`config.mk`:
```
export PLATFORM = sky130hd
export DESIGN_NAME = encrypt_pipe
export DESIGN_NICKNAME = d
export VERILOG_FILES = /design/src/rtl/encrypt_pkg.sv /design/src/rtl/encrypt_pipe_xor.sv /design/src/rtl/encrypt_pipe.sv
export SDC_FILE = /design/constraint.sdc
export NUM_CORES = 1
export LEC_CHECK = 0
export ABC_AREA = 1
export CAP_MARGIN = 20
export CELL_PAD_IN_SITES_DETAIL_PLACEMENT = 2
export CELL_PAD_IN_SITES_GLOBAL_PLACEMENT = 2
export CORE_MARGIN = 2
export CORE_UTILIZATION = 32
export DETAILED_ROUTE_END_ITERATION = 8
export PLACE_DENSITY = 0.86
export SETUP_SLACK_MARGIN = 0.5
export SLEW_MARGIN = 40
export SYNTH_ARGS = -nofsm -noshare
export SYNTH_HDL_FRONTEND = slang
export SYNTH_SLANG_ARGS = --single-unit
export TNS_END_PERCENT = 20
```
`constraint.sdc`:
```
create_clock -name clk -period 6.55 [get_ports clk]
set_clock_uncertainty 0.15 [all_clocks]
set_input_delay 1.31 -clock clk [delete_from_list [all_inputs] [get_ports clk]]
set_output_delay 1.31 -clock clk [all_outputs]
set_load 0.03 [all_outputs]
```
`src/rtl/encrypt_pkg.sv`:
```
// Shared types, ASCII limits and Caesar helpers for the encrypt/decrypt byte pipelines.
package encrypt_pkg;

  typedef logic [7:0]      byte_t;
  typedef logic [7:0][2:0] perm_map_t;
  typedef enum logic [1:0] {K1 = 2'd0, K2 = 2'd1, K3 = 2'd2} key_sel_e;

  localparam byte_t ASCII_UP_A = 8'h41;
  localparam byte_t ASCII_UP_Z = 8'h5A;
  localparam byte_t ASCII_LO_A = 8'h61;
  localparam byte_t ASCII_LO_Z = 8'h7A;
  localparam byte_t ALPHA_LEN  = 8'd26;
  localparam int    PIPE_LAT   = 4;

  function automatic logic is_upper(input byte_t c);
    return (c >= ASCII_UP_A) && (c <= ASCII_UP_Z);
  endfunction

  function automatic logic is_lower(input byte_t c);
    return (c >= ASCII_LO_A) && (c <= ASCII_LO_Z);
  endfunction

  // Offset within the alphabet never exceeds 25+7, so one conditional subtract wraps it.
  function automatic byte_t caesar_fwd(input byte_t c, input byte_t base, input logic [2:0] amt);
    byte_t ofs;
    ofs = c - base + {5'b0, amt};
    if (ofs >= ALPHA_LEN) ofs = ofs - ALPHA_LEN;
    return ofs + base;
  endfunction

endpackage

```
`src/rtl/encrypt_pipe_xor.sv`:
```
// Final stage: rotating-key XOR plus the key-rotation counter/selector FSM.
// Optional ENCRYPT_PIPE_PARITY_EN adds a registered even-parity output.
module encrypt_pipe_xor
  import encrypt_pkg::*;
#(
  parameter int ROT_CNT_W = 3
) (
  input  logic       clk,
  input  logic       rst_n,
  input  logic       i_v,
  input  logic [7:0] i_data,
  input  logic [7:0] i_k1,
  input  logic [7:0] i_k2,
  input  logic [7:0] i_k3,
  input  logic [2:0] i_rot_freq,
  input  logic       i_mode,
  output logic       o_v,
`ifdef ENCRYPT_PIPE_PARITY_EN
  output logic       o_par,
`endif
  output logic [7:0] o_data
);

  key_sel_e               r_key_sel;
  key_sel_e               w_key_sel_next;
  logic [ROT_CNT_W-1:0]   r_rot_cnt;
  logic [ROT_CNT_W-1:0]   w_rot_cnt_next;
  logic [ROT_CNT_W-1:0]   w_freq;
  logic [7:0]             w_key;
  logic [7:0]             w_out;
  logic                   r_v;
  logic [7:0]             r_data;

  assign w_freq = ROT_CNT_W'(i_rot_freq);

  always_ff @(posedge clk or negedge rst_n) begin
    if (!rst_n) begin
      r_key_sel <= K1;
      r_rot_cnt <= '0;
    end else begin
      r_key_sel <= w_key_sel_next;
      r_rot_cnt <= w_rot_cnt_next;
    end
  end

  always_comb begin
    w_key_sel_next = r_key_sel;
    w_rot_cnt_next = r_rot_cnt;
    case (r_key_sel)
      K1, K2, K3: ;
      default:    w_key_sel_next = K1;
    endcase
    // Rotation state is frozen in bypass and when rotation is disabled.
    if (i_v && i_mode && (i_rot_freq != 3'd0)) begin
      if (r_rot_cnt == w_freq - ROT_CNT_W'(1)) begin
        w_rot_cnt_next = '0;
        case (r_key_sel)
          K1:      w_key_sel_next = K2;
          K2:      w_key_sel_next = K3;
          default: w_key_sel_next = K1;
        endcase
      end else begin
        w_rot_cnt_next = r_rot_cnt + ROT_CNT_W'(1);
      end
    end
  end

  always_comb begin
    case (r_key_sel)
      K2:      w_key = i_k2;
      K3:      w_key = i_k3;
      default: w_key = i_k1;
    endcase
    w_out = i_mode ? (i_data ^ w_key) : i_data;
  end

  always_ff @(posedge clk or negedge rst_n) begin
    if (!rst_n) begin
      r_v    <= 1'b0;
      r_data <= '0;
    end else begin
      r_v    <= i_v;
      r_data <= i_v ? w_out : 8'h00;
    end
  end

`ifdef ENCRYPT_PIPE_PARITY_EN
  logic r_par;

  always_ff @(posedge clk or negedge rst_n) begin
    if (!rst_n) r_par <= 1'b0;
    else        r_par <= i_v ? ^w_out : 1'b0;
  end

  assign o_par = r_par;
`endif

  assign o_v    = r_v;
  assign o_data = r_data;

endmodule

```
`src/rtl/encrypt_pipe.sv`:
```
// Four-stage byte encryptor: classify -> Caesar shift -> bit scatter -> rotating-key XOR.
// Define ENCRYPT_PIPE_PARITY_EN to add the dout_par output.
module encrypt_pipe #(
  parameter int ROT_CNT_W = 3,
  parameter int PIPE_LAT  = 4
) (
  input  logic       clk,
  input  logic       rst,
  input  logic       en,
  input  logic [7:0] din,
  input  logic [7:0] k1,
  input  logic [7:0] k2,
  input  logic [7:0] k3,
  input  logic [2:0] rot_freq,
  input  logic       shift_en,
  input  logic [2:0] shift_amt,
  input  logic       mode,
  input  logic [2:0] perm0,
  input  logic [2:0] perm1,
  input  logic [2:0] perm2,
  input  logic [2:0] perm3,
  input  logic [2:0] perm4,
  input  logic [2:0] perm5,
  input  logic [2:0] perm6,
  input  logic [2:0] perm7,
  output logic       v,
`ifdef ENCRYPT_PIPE_PARITY_EN
  output logic       dout_par,
`endif
  output logic [7:0] dout
);
  import encrypt_pkg::*;

  perm_map_t           w_perm;
  logic [PIPE_LAT-2:0] r_vld;
  byte_t               r_s1_data;
  logic                r_s1_up;
  logic                r_s1_lo;
  byte_t               r_s2_data;
  byte_t               r_s3_data;
  byte_t               w_s2_next;
  byte_t               w_s3_next;

  assign w_perm = {perm7, perm6, perm5, perm4, perm3, perm2, perm1, perm0};

  // r_vld[0] tags S1, r_vld[PIPE_LAT-2] tags S3; S4 holds its own valid.
  always_ff @(posedge clk or negedge rst) begin
    if (!rst) r_vld <= '0;
    else      r_vld <= {r_vld[PIPE_LAT-3:0], en};
  end

  always_ff @(posedge clk or negedge rst) begin
    if (!rst) begin
      r_s1_data <= '0;
      r_s1_up   <= 1'b0;
      r_s1_lo   <= 1'b0;
    end else begin
      r_s1_data <= din;
      r_s1_up   <= is_upper(din);
      r_s1_lo   <= is_lower(din);
    end
  end

  always_comb begin
    w_s2_next = r_s1_data;
    if (mode && shift_en) begin
      if (r_s1_up)      w_s2_next = caesar_fwd(r_s1_data, ASCII_UP_A, shift_amt);
      else if (r_s1_lo) w_s2_next = caesar_fwd(r_s1_data, ASCII_LO_A, shift_amt);
    end
  end

  always_ff @(posedge clk or negedge rst) begin
    if (!rst) r_s2_data <= '0;
    else      r_s2_data <= w_s2_next;
  end

  // Later source bits overwrite earlier ones, so the higher index wins a collision.
  always_comb begin
    w_s3_next = '0;
    if (mode) begin
      for (int n = 0; n < 8; n++) w_s3_next[w_perm[n]] = r_s2_data[n];
    end else begin
      w_s3_next = r_s2_data;
    end
  end

  always_ff @(posedge clk or negedge rst) begin
    if (!rst) r_s3_data <= '0;
    else      r_s3_data <= w_s3_next;
  end

  encrypt_pipe_xor #(
    .ROT_CNT_W (ROT_CNT_W)
  ) u_xor (
    .clk        (clk),
    .rst_n      (rst),
    .i_v        (r_vld[PIPE_LAT-2]),
    .i_data     (r_s3_data),
    .i_k1       (k1),
    .i_k2       (k2),
    .i_k3       (k3),
    .i_rot_freq (rot_freq),
    .i_mode     (mode),
    .o_v        (v),
`ifdef ENCRYPT_PIPE_PARITY_EN
    .o_par      (dout_par),
`endif
    .o_data     (dout)
  );

endmodule
```
Word level (Yosys, flattened, before mapping)
Index checks and enable logic that the tools add are counted.
Widths: inputs -> output; s select.
- add/sub/neg operators: 10
- $lt $le $gt $ge: 22
- equality and inequality tests: 3
- multiplexer cells: 42
- bitwise logic cells: 2
- reduce and logical (&&, ||, !) cells: 16
- operator list (operator ; number):
    $mux 8 ; 13
    $bwmux 8 ; 7
    $lt 3x4->1 const B ; 8
    $demux 1 s3 ; 8
    $ge 3x1->1 const B ; 8
    $add 8x3->8 ; 2
    $add 8x7->8 const B ; 2
    $ge 8x5->1 const B ; 2
    $ge 8x7->1 const B ; 2
    $le 8x7->1 const B ; 2
    $pmux 8 s2 ; 1
    $sub 8x5->8 const B ; 2
    $sub 8x7->8 const B ; 2
    $logic_and 1x1->1 ; 13
    $and 8x8->8 ; 1
    $mux 1 ; 8
    $xor 8x8->8 ; 1
    $mux 2 ; 3
    $pmux 2 s2 ; 1
    $add 3x1->3 const B ; 1
    $eq 3x3->1 ; 1
    $mux 3 ; 1
    $reduce_bool 3->1 ; 1
    $reduce_or 3->1 ; 1
    other kinds (4) ; 4
- flip-flop bits (word level): 43
- word-level logic and storage cells: 105

Logic depth before layout (Yosys ltp)
- depth after elaboration: 13
- gate-level depth with buffers: 26

Hierarchy
From an unflattened synthesis, not the netlist that was laid out.
- cell total of the unflattened synthesis: 661
- area total of the unflattened synthesis: 4235.3 um^2
- by module, submodules not included (module ; times used ; cells an instance ; area each (um^2) ; seq. area each (um^2)):
    encrypt_pipe ; 1 ; 513 ; 3221.8 ; 725.7
    encrypt_pipe_xor ; 1 ; 148 ; 1013.5 ; 350.3

Least setup slack after synthesis
OpenSTA, ideal clock, no wires.
- kind: input port to flip-flop
- start point: in shift_amt[1]
- end point: reg r_s2_data[4]
- setup time: 117 ps
- arrival time: 3941 ps
- data required time: 6283 ps
- slack: 2342 ps
- cell stages on the path: 24
- buffers on the path: 0
- path through: inv_1 -> ha_1 -> inv_1 -> ha_1 -> inv_1 -> fa_1 -> inv_2 -> nor2_1 -> nor2_4 -> nand3_4 -> nand2_4 -> clkinv_2 -> nand3_4 -> nand2_1 -> nand2_1 -> inv_1 -> ha_1 -> o211ai_2 -> nor2_2 -> nand2_1 -> nand3_1 -> nand3_1 -> o21ai_1 -> inv_1
- word-level cells in the longest chain between the ends: 10
- elaborated cells between the ends (all ways): 18
- those cells by class: add/sub: 6; order compare: 2; mux: 10
- ends and longest elaborated chain (element ; line ; text):
    start: declaration ; encrypt_pipe.sv:16 ; input logic [2:0] shift_amt,
    $add 8x3->8 ; encrypt_pkg.sv:26 ; ofs = c - base + {5'b0, amt};
    $sub 8x5->8 / $ge 8x5->1 (equally long branches) ; encrypt_pkg.sv:27 ; if (ofs >= ALPHA_LEN) ofs = ofs - ALPHA_LEN;
    $mux 8 ; encrypt_pkg.sv:27 ;
    $mux 8 ; encrypt_pipe.sv:68 ; else if (r_s1_lo) w_s2_next = caesar_fwd(r_s1_data, ASCII_LO_A, shift_amt);
    $mux 8 ; encrypt_pipe.sv:67 ; if (r_s1_up) w_s2_next = caesar_fwd(r_s1_data, ASCII_UP_A, shift_amt);
    $mux 8 ; encrypt_pipe.sv:66 ; if (mode && shift_en) begin
    $add 8x7->8 ; encrypt_pkg.sv:28 ; return ofs + base;
    $mux 8 ; encrypt_pipe.sv:68 ;
    $mux 8 (*) ; encrypt_pipe.sv:67 ;
    $mux 8 (*) ; encrypt_pipe.sv:66 ;
    named net w_s2_next[4] ; encrypt_pipe.sv:41 ; byte_t w_s2_next;
    end signal: assignment ; encrypt_pipe.sv:74 ; else r_s2_data <= w_s2_next;
    end: declaration ; encrypt_pipe.sv:39 ; byte_t r_s2_data;
Mark *: on every way through the listed nets, which the timed path passes. The rest lies on a longest branch. The select of a mux whose other input is x is not followed.
A chain may end at the register's enable or synchronous reset.

Final worst setup path
- start point: in shift_amt[1]
- end point: reg r_s2_data[6]
Same word-level chain as after synthesis.

==> results.ini <==
[power]
p_int_uw=670
p_leak_uw=0.00247
clockPowerShare_pct=21.5
switchingPower_uw=530
ir_worst_vdd_uv=161
seqPwrFrac_pct=27.7
sw_frac_of_total_pct=44.2
p_per_area_nw_per_um2=227
comb_power_share_pct=50.8

[floorplanning]
dieHeight_um=119
start_util_pct=33.1
core_um2=12800
ioPinCount=76
rows=41
die_width_um=119
dieArea_um2=14100

[timing]
min_period_ns=4.92
setup_viol=0
fin_setup_tns_ns=0
maxSlewHeadroom_pct=46.2
rsz0062_at_grt=no
tightest_slew_ns=0.804
fin_hold_ws_ns=0.205
hold_viol_final=0
drv_slew=0
clock.fmax_mhz=203
period_share_pct=75.1

[route]
drtPass1Iterations=4
vias=4549
ant_nets=0
wl_per_cell_um=17.8
drc=0
drt_wl_total_mm=15.5
vias_per_cell=5.23
drt-initial-drc-count=156

[critical_path]
crit_top_cell=nand2_1
rr_endpoint=r_s2_data[6]$_DFF_PN0_
cp-end-kind=register
r2r-start=r_s1_data[1]$_DFF_PN0_
max_stage_delay_ns=0.53
crit_fanout=10
worstPathArrival_ns=5.00
crit_required_ns=6.63
worstSetupPathType=in2reg
reg2regPathDepth=25
crit_buf_inv=7
path_delay_family=simple AND/OR/NAND/NOR gates
reg2reg_slack_ns=2.75
cp-startpoint=shift_amt[1]
start_kind=input port
slowest_stage=fa_1

[synthesis]
synth_nets=715
yosysWarnings=0
synth_seq_cells=43
syn_area_um2=4230
synthCells=626
synthTopCellsByArea=dfrtp_1 (25%), nand2_1 (11%), inv_1 (8.4%)
synth_top_area_share_pct=25.5
syn-mean-instance-area_um2=6.75
yosysSeqAreaShare_pct=25.5
yosysTopAreaCell=dfrtp_1
synthDistinctLibCells=51

[grt]
use_met2_pct=42.2
grt_max_degree=44
grt.busiest_layer=met2
met1_usage_pct=27.0
gr-total-overflow=0
met3_usage_pct=4.17
grt_pass1_wl_mm=25.7
track_usage_pct=22.4
grt_pass1_vias=5004
antenna_found_initial=0

[hold_path]
hp-start=r_vld[0]$_DFF_PN0_
min_to=r_vld[1]$_DFF_PN0_
hold_path_class=reg2reg
min_path_cells=0

[cells_and_area]
diodes=0
multiInputGateArea_um2=2700
nets=786
fillers=1496
area_growth_pct=25.2
drive_gt1_share_pct=12.0
seq_area_um2=1080

[placed_design]
dp_hpwl_mm=12.9
gp_congestion=0.880
numPortBuffers=75

[clock_tree]
clock_path_buffers=2
clock_latency_ns=0.30
clock-sinks=43
postCtsSetupRepairBufs=0
cts.clk_slew.worst_paths_ns=0.07
cts_buffers=5
hold_buffers=0
cts_resized=0
cts_tree=built
htreeDepth=2
cts-root-buf=clkbuf_16

[status]
status=completed

[run]
maxCapViolations=0

[logic make-up after synthesis]
group / synth area share (%)
fa+ha+maj: 6.69
flops: 25.5
xor+xnor: 1.63
compound gates: 16.2
simple gates: 38.4
buf+inv: 10.8
mux: 0.769
[layout by cell type, fill, tap and decap left out, types with 11 or more instances in the layout]
cell type / count
inv_2: 11
nand3_1: 62
o21ai_0: 47
inv_1: 95
nor3_1: 32
ha_1: 21
nand2_2: 20
nor2_1: 33
a21oi_1: 27
dfrtp_1: 43
clkdlybuf4s50_1: 74
nand2_1: 127
[worst max-delay path by stage]
stage | cells past startpoint | slack (ns) | to
after CTS | 26 | 1.64 | r_s2_data[6]$_DFF_PN0_
final | 26 | 1.63 | r_s2_data[6]$_DFF_PN0_
after global routing | 26 | 1.32 | r_s2_data[6]$_DFF_PN0_
after detailed placement | 26 | 1.45 | r_s2_data[6]$_DFF_PN0_
after floorplan | 24 | 2.34 | r_s2_data[4]$_DFF_PN0_
after global placement | 25 | 1.65 | r_s2_data[4]$_DFF_PN0_
[per-layer routing]
layer  share of wire (%)  routed length, µm
met1                  45               6910
met2                  52               8010
met3                 3.0                469
met4                0.70                109
met5                   0                  0
[state kept, by name, indices dropped and copies added, names as in the netlist]
signal	cells
r_s1_data	8
r_s1_lo	1
r_s1_up	1
r_s2_data	8
r_s3_data	8
r_vld	3
u_xor.o_data	8
u_xor.o_v	1
u_xor.r_key_sel	2
u_xor.r_rot_cnt	3
[layout make-up]
cell class              count  area share [%]
clock buffers               5            2.36
multi-input cells         464            51.0
repair buffers             75            14.1
well taps                 172            4.07
flip-flops and latches     43            20.3
inverters                 108            7.69
clock inverters             3           0.449
[cells in the mapped netlist (all sizes together)]
cell and n:
o221ai 1, o22ai 6, o211ai 7, or4 1
buf 5, mux2 2, a21oi 28, nor4b 1
a32o 2, inv 106, mux2i 1, a31o 7
nand3b 2, a21o 2, a41oi 1, nor3 32
ha 21, clkbuf 6, xor2 7, a221o 1
nand2 155, nor4 1, a22oi 1, dfrtp 43
o31ai 2, o21bai 3, clkinv 2, nand4 10
a31oi 1, nand3 75, o21ai 50, a211oi 2
fa 1, nor2 41
[power groups by stage]
stage               Clock, µW  Combinational [µW]  Sequential (µW)
global route              279                 680              336
detailed placement          0                 612              338
global placement            0                 570              335
finish                    258                 610              332
CTS                       267                 618              332
floorplan                   0                 391              347
[metrics by stage]
step	power (µW)	cell area [µm²]	util (%)	std cells	setup slack [ns]
after CTS	1220	5290	41.4	870	1.64
after global routing	1300	5290	41.4	870	1.32
after floorplan	738	4230	-	626	2.34
after global placement	905	5140	40.2	862	1.65
after detailed placement	950	5140	40.3	862	1.45
final	1200	5290	41.4	870	1.63
(Power assumes the default switching activity.)
